**config.mk**
```make
export PLATFORM = sky130hd
export DESIGN_NAME = uart_cmd_parser
export DESIGN_NICKNAME = d
export VERILOG_FILES = /design/src/rtl/uart_cmd_parser.sv
export SDC_FILE = /design/constraint.sdc
export NUM_CORES = 1
export LEC_CHECK = 0
export ABC_CLOCK_PERIOD_IN_PS = 4130
export BUFFER_PORTS_ARGS = -buffer_cell sky130_fd_sc_hd__buf_4
export CAP_MARGIN = 5
export CORE_ASPECT_RATIO = 0.7
export CORE_MARGIN = 3
export CORE_UTILIZATION = 40
export CTS_CLUSTER_DIAMETER = 100
export DETAILED_ROUTE_END_ITERATION = 6
export PLACE_DENSITY = 0.62
export SLEW_MARGIN = 10
export SYNTH_ARGS = -nofsm -noshare
export SYNTH_HDL_FRONTEND = slang
export SYNTH_SLANG_ARGS = --single-unit
```
**constraint.sdc**
```tcl
create_clock -name clk_3125 -period 4.13 [get_ports clk_3125]
set_clock_uncertainty 0.2 [all_clocks]
set_input_delay 0.6195 -clock clk_3125 [delete_from_list [all_inputs] [get_ports clk_3125]]
set_output_delay 0.6195 -clock clk_3125 [all_outputs]
set_load 0.03 [all_outputs]
```
**src/rtl/uart_cmd_parser.sv**
```systemverilog
`default_nettype none
// ============================================================================
// Module      : uart_cmd_parser
// Description : Frame-level command parser downstream of a UART byte receiver.
//               Assembles 6-byte frames  SOF, OPCODE, ARG_HI, ARG_LO, CHK, EOF
//               (CHK = OPCODE ^ ARG_HI ^ ARG_LO). Validates the parity marker,
//               checksum, terminator and the inter-byte timeout. Hands decoded
//               commands to the consumer over a valid/ready handshake and
//               reports errors as one-cycle coded pulses.
// Ports       : clk_3125    - 3.125 MHz system clock
//               reset       - asynchronous active-high reset
//               rx_msg      - received byte (8'h3F marks a parity failure)
//               rx_parity   - received parity bit, valid with rx_complete
//               rx_complete - one-cycle byte strobe
//               cmd_ready   - consumer accepts when high together with cmd_valid
//               cmd_valid   - command held valid until accepted
//               cmd_opcode  - decoded opcode
//               cmd_arg     - decoded argument {ARG_HI, ARG_LO}
//               err_pulse   - one-cycle error strobe
//               err_code    - 1 parity, 2 checksum, 3 terminator, 4 timeout,
//                             5 overrun; holds the last code
//               busy        - high while a frame is in progress
// Revision    : 1.0 - initial release
// ============================================================================
module uart_cmd_parser #(
    parameter logic [7:0]  SOF_BYTE       = 8'h23,
    parameter logic [7:0]  EOF_BYTE       = 8'h0A,
    parameter int unsigned TIMEOUT_CYCLES = 4096
) (
    input  logic        clk_3125,
    input  logic        reset,
    input  logic [7:0]  rx_msg,
    input  logic        rx_parity,
    input  logic        rx_complete,
    input  logic        cmd_ready,
    output logic        cmd_valid,
    output logic [7:0]  cmd_opcode,
    output logic [15:0] cmd_arg,
    output logic        err_pulse,
    output logic [2:0]  err_code,
    output logic        busy
);

    typedef enum logic [2:0] {
        S_IDLE = 3'd0,
        S_OPC  = 3'd1,
        S_AHI  = 3'd2,
        S_ALO  = 3'd3,
        S_CHK  = 3'd4,
        S_EOF  = 3'd5
    } state_t;

    localparam logic [2:0]  c_ERR_PARITY = 3'd1;
    localparam logic [2:0]  c_ERR_CHKSUM = 3'd2;
    localparam logic [2:0]  c_ERR_TERM   = 3'd3;
    localparam logic [2:0]  c_ERR_TMO    = 3'd4;
    localparam logic [2:0]  c_ERR_OVRUN  = 3'd5;
    localparam logic [7:0]  c_PAR_MARK   = 8'h3F;
    // The counter holds the number of idle cycles since the last strobe.
    // Firing when it is about to reach TIMEOUT_CYCLES puts the error edge
    // exactly TIMEOUT_CYCLES edges after the strobe edge.
    localparam logic [15:0] c_TMO_LAST   = 16'(TIMEOUT_CYCLES - 1);

    state_t      r_state;
    logic [15:0] r_tmo;
    logic [7:0]  r_opc;
    logic [7:0]  r_ahi;
    logic [7:0]  r_alo;
    logic [7:0]  r_chk;

    logic w_par_err;
    logic w_accept;

    assign w_par_err = (rx_msg == c_PAR_MARK) && rx_parity;
    assign w_accept  = cmd_valid && cmd_ready;
    assign busy      = (r_state != S_IDLE);

    always_ff @(posedge clk_3125 or posedge reset) begin
        if (reset) begin
            r_state    <= S_IDLE;
            r_tmo      <= 16'd0;
            r_opc      <= 8'd0;
            r_ahi      <= 8'd0;
            r_alo      <= 8'd0;
            r_chk      <= 8'd0;
            cmd_valid  <= 1'b0;
            cmd_opcode <= 8'd0;
            cmd_arg    <= 16'd0;
            err_pulse  <= 1'b0;
            err_code   <= 3'd0;
        end else begin
            err_pulse <= 1'b0;

            // A same-cycle load below overrides this clear.
            if (w_accept) begin
                cmd_valid <= 1'b0;
            end

            if ((r_state == S_IDLE) || rx_complete) begin
                r_tmo <= 16'd0;
            end else begin
                r_tmo <= r_tmo + 16'd1;
            end

            if (rx_complete) begin
                if (w_par_err && (r_state != S_IDLE)) begin
                    err_pulse <= 1'b1;
                    err_code  <= c_ERR_PARITY;
                    r_state   <= S_IDLE;
                end else begin
                    case (r_state)
                        S_IDLE: begin
                            // Parity-marked bytes and noise are dropped here.
                            if (rx_msg == SOF_BYTE) begin
                                r_state <= S_OPC;
                            end
                        end
                        S_OPC: begin
                            r_opc   <= rx_msg;
                            r_chk   <= rx_msg;
                            r_state <= S_AHI;
                        end
                        S_AHI: begin
                            r_ahi   <= rx_msg;
                            r_chk   <= r_chk ^ rx_msg;
                            r_state <= S_ALO;
                        end
                        S_ALO: begin
                            r_alo   <= rx_msg;
                            r_chk   <= r_chk ^ rx_msg;
                            r_state <= S_CHK;
                        end
                        S_CHK: begin
                            if (rx_msg != r_chk) begin
                                err_pulse <= 1'b1;
                                err_code  <= c_ERR_CHKSUM;
                                r_state   <= S_IDLE;
                            end else begin
                                r_state <= S_EOF;
                            end
                        end
                        S_EOF: begin
                            r_state <= S_IDLE;
                            if (rx_msg != EOF_BYTE) begin
                                err_pulse <= 1'b1;
                                err_code  <= c_ERR_TERM;
                            end else if (!cmd_valid || cmd_ready) begin
                                cmd_opcode <= r_opc;
                                cmd_arg    <= {r_ahi, r_alo};
                                cmd_valid  <= 1'b1;
                            end else begin
                                // Consumer still holds the previous command:
                                // keep it and drop the new frame.
                                err_pulse <= 1'b1;
                                err_code  <= c_ERR_OVRUN;
                            end
                        end
                        default: begin
                            r_state <= S_IDLE;
                        end
                    endcase
                end
            end else if ((r_state != S_IDLE) && (r_tmo == c_TMO_LAST)) begin
                err_pulse <= 1'b1;
                err_code  <= c_ERR_TMO;
                r_state   <= S_IDLE;
            end
        end
    end

endmodule
`default_nettype wire

```
==> run_results.csv <==
group,metric,value,unit
finish,final_layout_size_suffix_gt1_share,30.1,%
global_route,grt_pass1_wl,13200,µm
sta,finalCriticalPeriod,2.70,ns
critical_path,cp_max_fo,20,
drt,wire_per_inst,16.3,µm
floorplanning,die_y,87.0,µm
logic_synthesis,synth.distinct_cells,46,
logic_synthesis,syn-num-nets,331,
critical_path,start_kind,"flip-flop",
logic_synthesis,synth-seq-cells,80,
global_route,grt_usage,16.1,%
finish,nNetsFinal,368,
logic_synthesis,postSynthCellCount,317,
finish,finalInstanceArea,0.00448,mm²
drt,via_count,2549,
global_route,grtUsageMet1,23.0,%
global_route,grtUsageMet3,5.65,%
power_and_ir_drop,leakagePower,2.14,nW
global_route,grt_max_degree,50,
critical_path,crit_chain,"nor3_2, inv_2, a41o_4, nor2_1, a41o_1, nor3_1",
logic_synthesis,yosysSeqAreaShare,53.4,%
drt,wl,7780,µm
clock_tree,clock-root-buffer,"clkbuf_16",
sta,fmax,0.370,GHz
drt,drt_iter0_markers,218,
power_and_ir_drop,ir_worst_vdd,0.234,mV
global_route,use_met2,23.7,%
floorplanning,die-area,0.0106,mm²
drt,drc,0,
logic_synthesis,synth_common_cells,"dfrtp_1, mux2_2, nor2_1, nor3_1, xor2_1",
power_and_ir_drop,power_per_cell_area,603,mW/mm²
drt,ant_nets,0,
placed_design,dp_cells,463,
critical_path,crit_required,4.15,ns
logic_synthesis,yosysWarnings,0,
logic_synthesis,postSynth.asyncResetShare,100,%
clock_tree,cts_hold_buf,0,
global_route,antenna_found_initial,0,
clock_tree,post-cts-setup-buffer-count,0,
drt,drt-pass1-iter-count,4,
floorplanning,num_io_pins,43,
clock_tree,ctsResizeCount,0,
floorplanning,num_rows,28,
logic_synthesis,synth_edf_count,0,
critical_path,critPathMaxStageDelay,0.78,ns
sta,fin_hold_ws,0.230,ns
logic_synthesis,syn_area,0.00375,mm²
floorplanning,core_area,0.00879,mm²
clock_tree,numCtsBuffers,9,
critical_path,critPathArrivalTime,2.72,ns
placed_design,dpl_cell_area,0.00413,mm²
finish,area_growth,19.6,%
sta,rsz0062_at_grt,"no",
critical_path,path_class,"reg2reg",
logic_synthesis,synth.most_common_cell,"dfrtp_1",
job,drv_cap,0,
critical_path,end_kind,"flip-flop",
clock_tree,insertion_delay,0.33,ns
finish,final_cells,479,
sta,slew_headroom,31.1,%
placed_design,place_congestion,0.803,
critical_path,crit_buf_inv,1,
clock_tree,cts_max_path_buffers,2,
critical_path,crit_slowest_cell,"nor2_1",
outcome,status,"complete, no violations",
sta,final-setup-viol-count,0,
min_path,hp-class,"in2async",
global_route,grt-ovfl-total,0,
sta,hold_violations,0,
sta,worstMarginPinSlew,1.03,ns
drt,routed_via_density,5.32,
global_route,grt_pass1_vias,2494,
sta,slew_viol_final,0,
floorplanning,initial_core_util,42.6,%
placed_design,dp_hpwl,5420,µm
logic_synthesis,synth.largest_area_cell,"dfrtp_1",
logic_synthesis,yosysTopAreaCellShare,53.4,%
floorplanning,dieWidth,122,µm
sta,fin_setup_tns,0,ns
placed_design,port_buffers,42,
logic_synthesis,avgSynthCellArea,11.8,µm²
clock_tree,htreeDepth,3,
clock_tree,clk_pin_slew,0.06,ns
finish,antennaDiodeCount,0,
clock_tree,cts_sinks,80,
logic_synthesis,synth.area.top_cells,"dfrtp_1, mux2_2, mux2_4",
sta,final.period_utilization,65.4,%
critical_path,path_delay_family,"simple AND/OR/NAND/NOR gates",
finish,final_util,51.0,%
global_route,top_usage_layer,"met2",
clock_tree,cts_tree,"done",
logic_synthesis,ys.flop_type,"dfrtp_1",
layer usage:
| layer | share of wire (%) | up-vias |
|---|---|---|
| met5 | 0 | - |
| li1 | - | 1217 |
| met4 | 0.46 | 0 |
| met2 | 45 | 59 |
| met1 | 50 | 1269 |
| met3 | 5.1 | 4 |
kinds of logic after synthesis:
| kind of cell | synth area share (%) |
|---|---|
| AND/OR/NAND/NOR | 15.4 |
| flip-flops | 53.4 |
| multiplexers | 15.5 |
| AO/OA/AOI/OAI | 7.05 |
| buffers and inverters | 3.37 |
| XOR/XNOR | 4.91 |
| adder cells (fa/ha/maj) | 0.334 |
through the flow:
stage	worst slack [ns]	power, mW
2_1_floorplan	1.26	1.62
6_report	1.43	2.70
4_1_cts	1.41	2.74
5_1_grt	1.18	2.86
3_3_place_gp	1.42	1.78
3_5_place_dp	1.32	1.80
area by class of cell:
cell class	instances	area [µm²]
multi-input combinational	212	1620
sequential	80	2000
inverter	7	27.5
clock buffer	10	239
clock inverter	6	113
tap	120	150
timing repair buffer	44	330
fill	788	4310
worst reg2reg max path: stages, from the launching register on:
cell,delay [ns]
dfrtp_1,0.61
nor3_2,0.25
inv_2,0.10
a41o_4,0.29
nor2_1,0.78
a41o_1,0.30
nor3_1,0.05
state kept, by name, summed over array words and instances, names as in the netlist:
register and flops:
r_opc 8, r_chk 8, r_alo 8, cmd_valid 1
err_pulse 1, r_tmo 16, err_code 3, r_ahi 8
cmd_arg 16, cmd_opcode 8, r_state 3
report_power, final:
part	switching, mW	internal (mW)
Clock	0.314	0.610
Combinational	0.319	0.325
Sequential	0.166	0.970
final timing paths:
check                           start        to  slack, ns  cells past startpoint
max                        r_state[1]  r_chk[1]       1.43                      6
min                             reset  r_tmo[9]       0.23                      2
max reg2reg                r_state[1]  r_chk[1]       1.43                      6
min reg2reg                  r_tmo[0]  r_tmo[0]       0.27                      1
max in group asynchronous       reset  r_chk[4]       2.58                      3
min in group clk_3125        r_tmo[0]  r_tmo[0]       0.27                      1
cells in the final DEF (no fill, tap or decap), types with 9 or more instances in the layout:
| cell | instances |
|---|---|
| xnor2_1 | 9 |
| mux2_1 | 10 |
| buf_4 | 44 |
| nor2_1 | 31 |
| mux2_2 | 31 |
| xor2_1 | 12 |
| nand2_1 | 9 |
| nor3_1 | 17 |
| dfrtp_1 | 80 |
| nand3_1 | 9 |
| clkbuf_16 | 9 |
(Power assumes the default switching activity.)
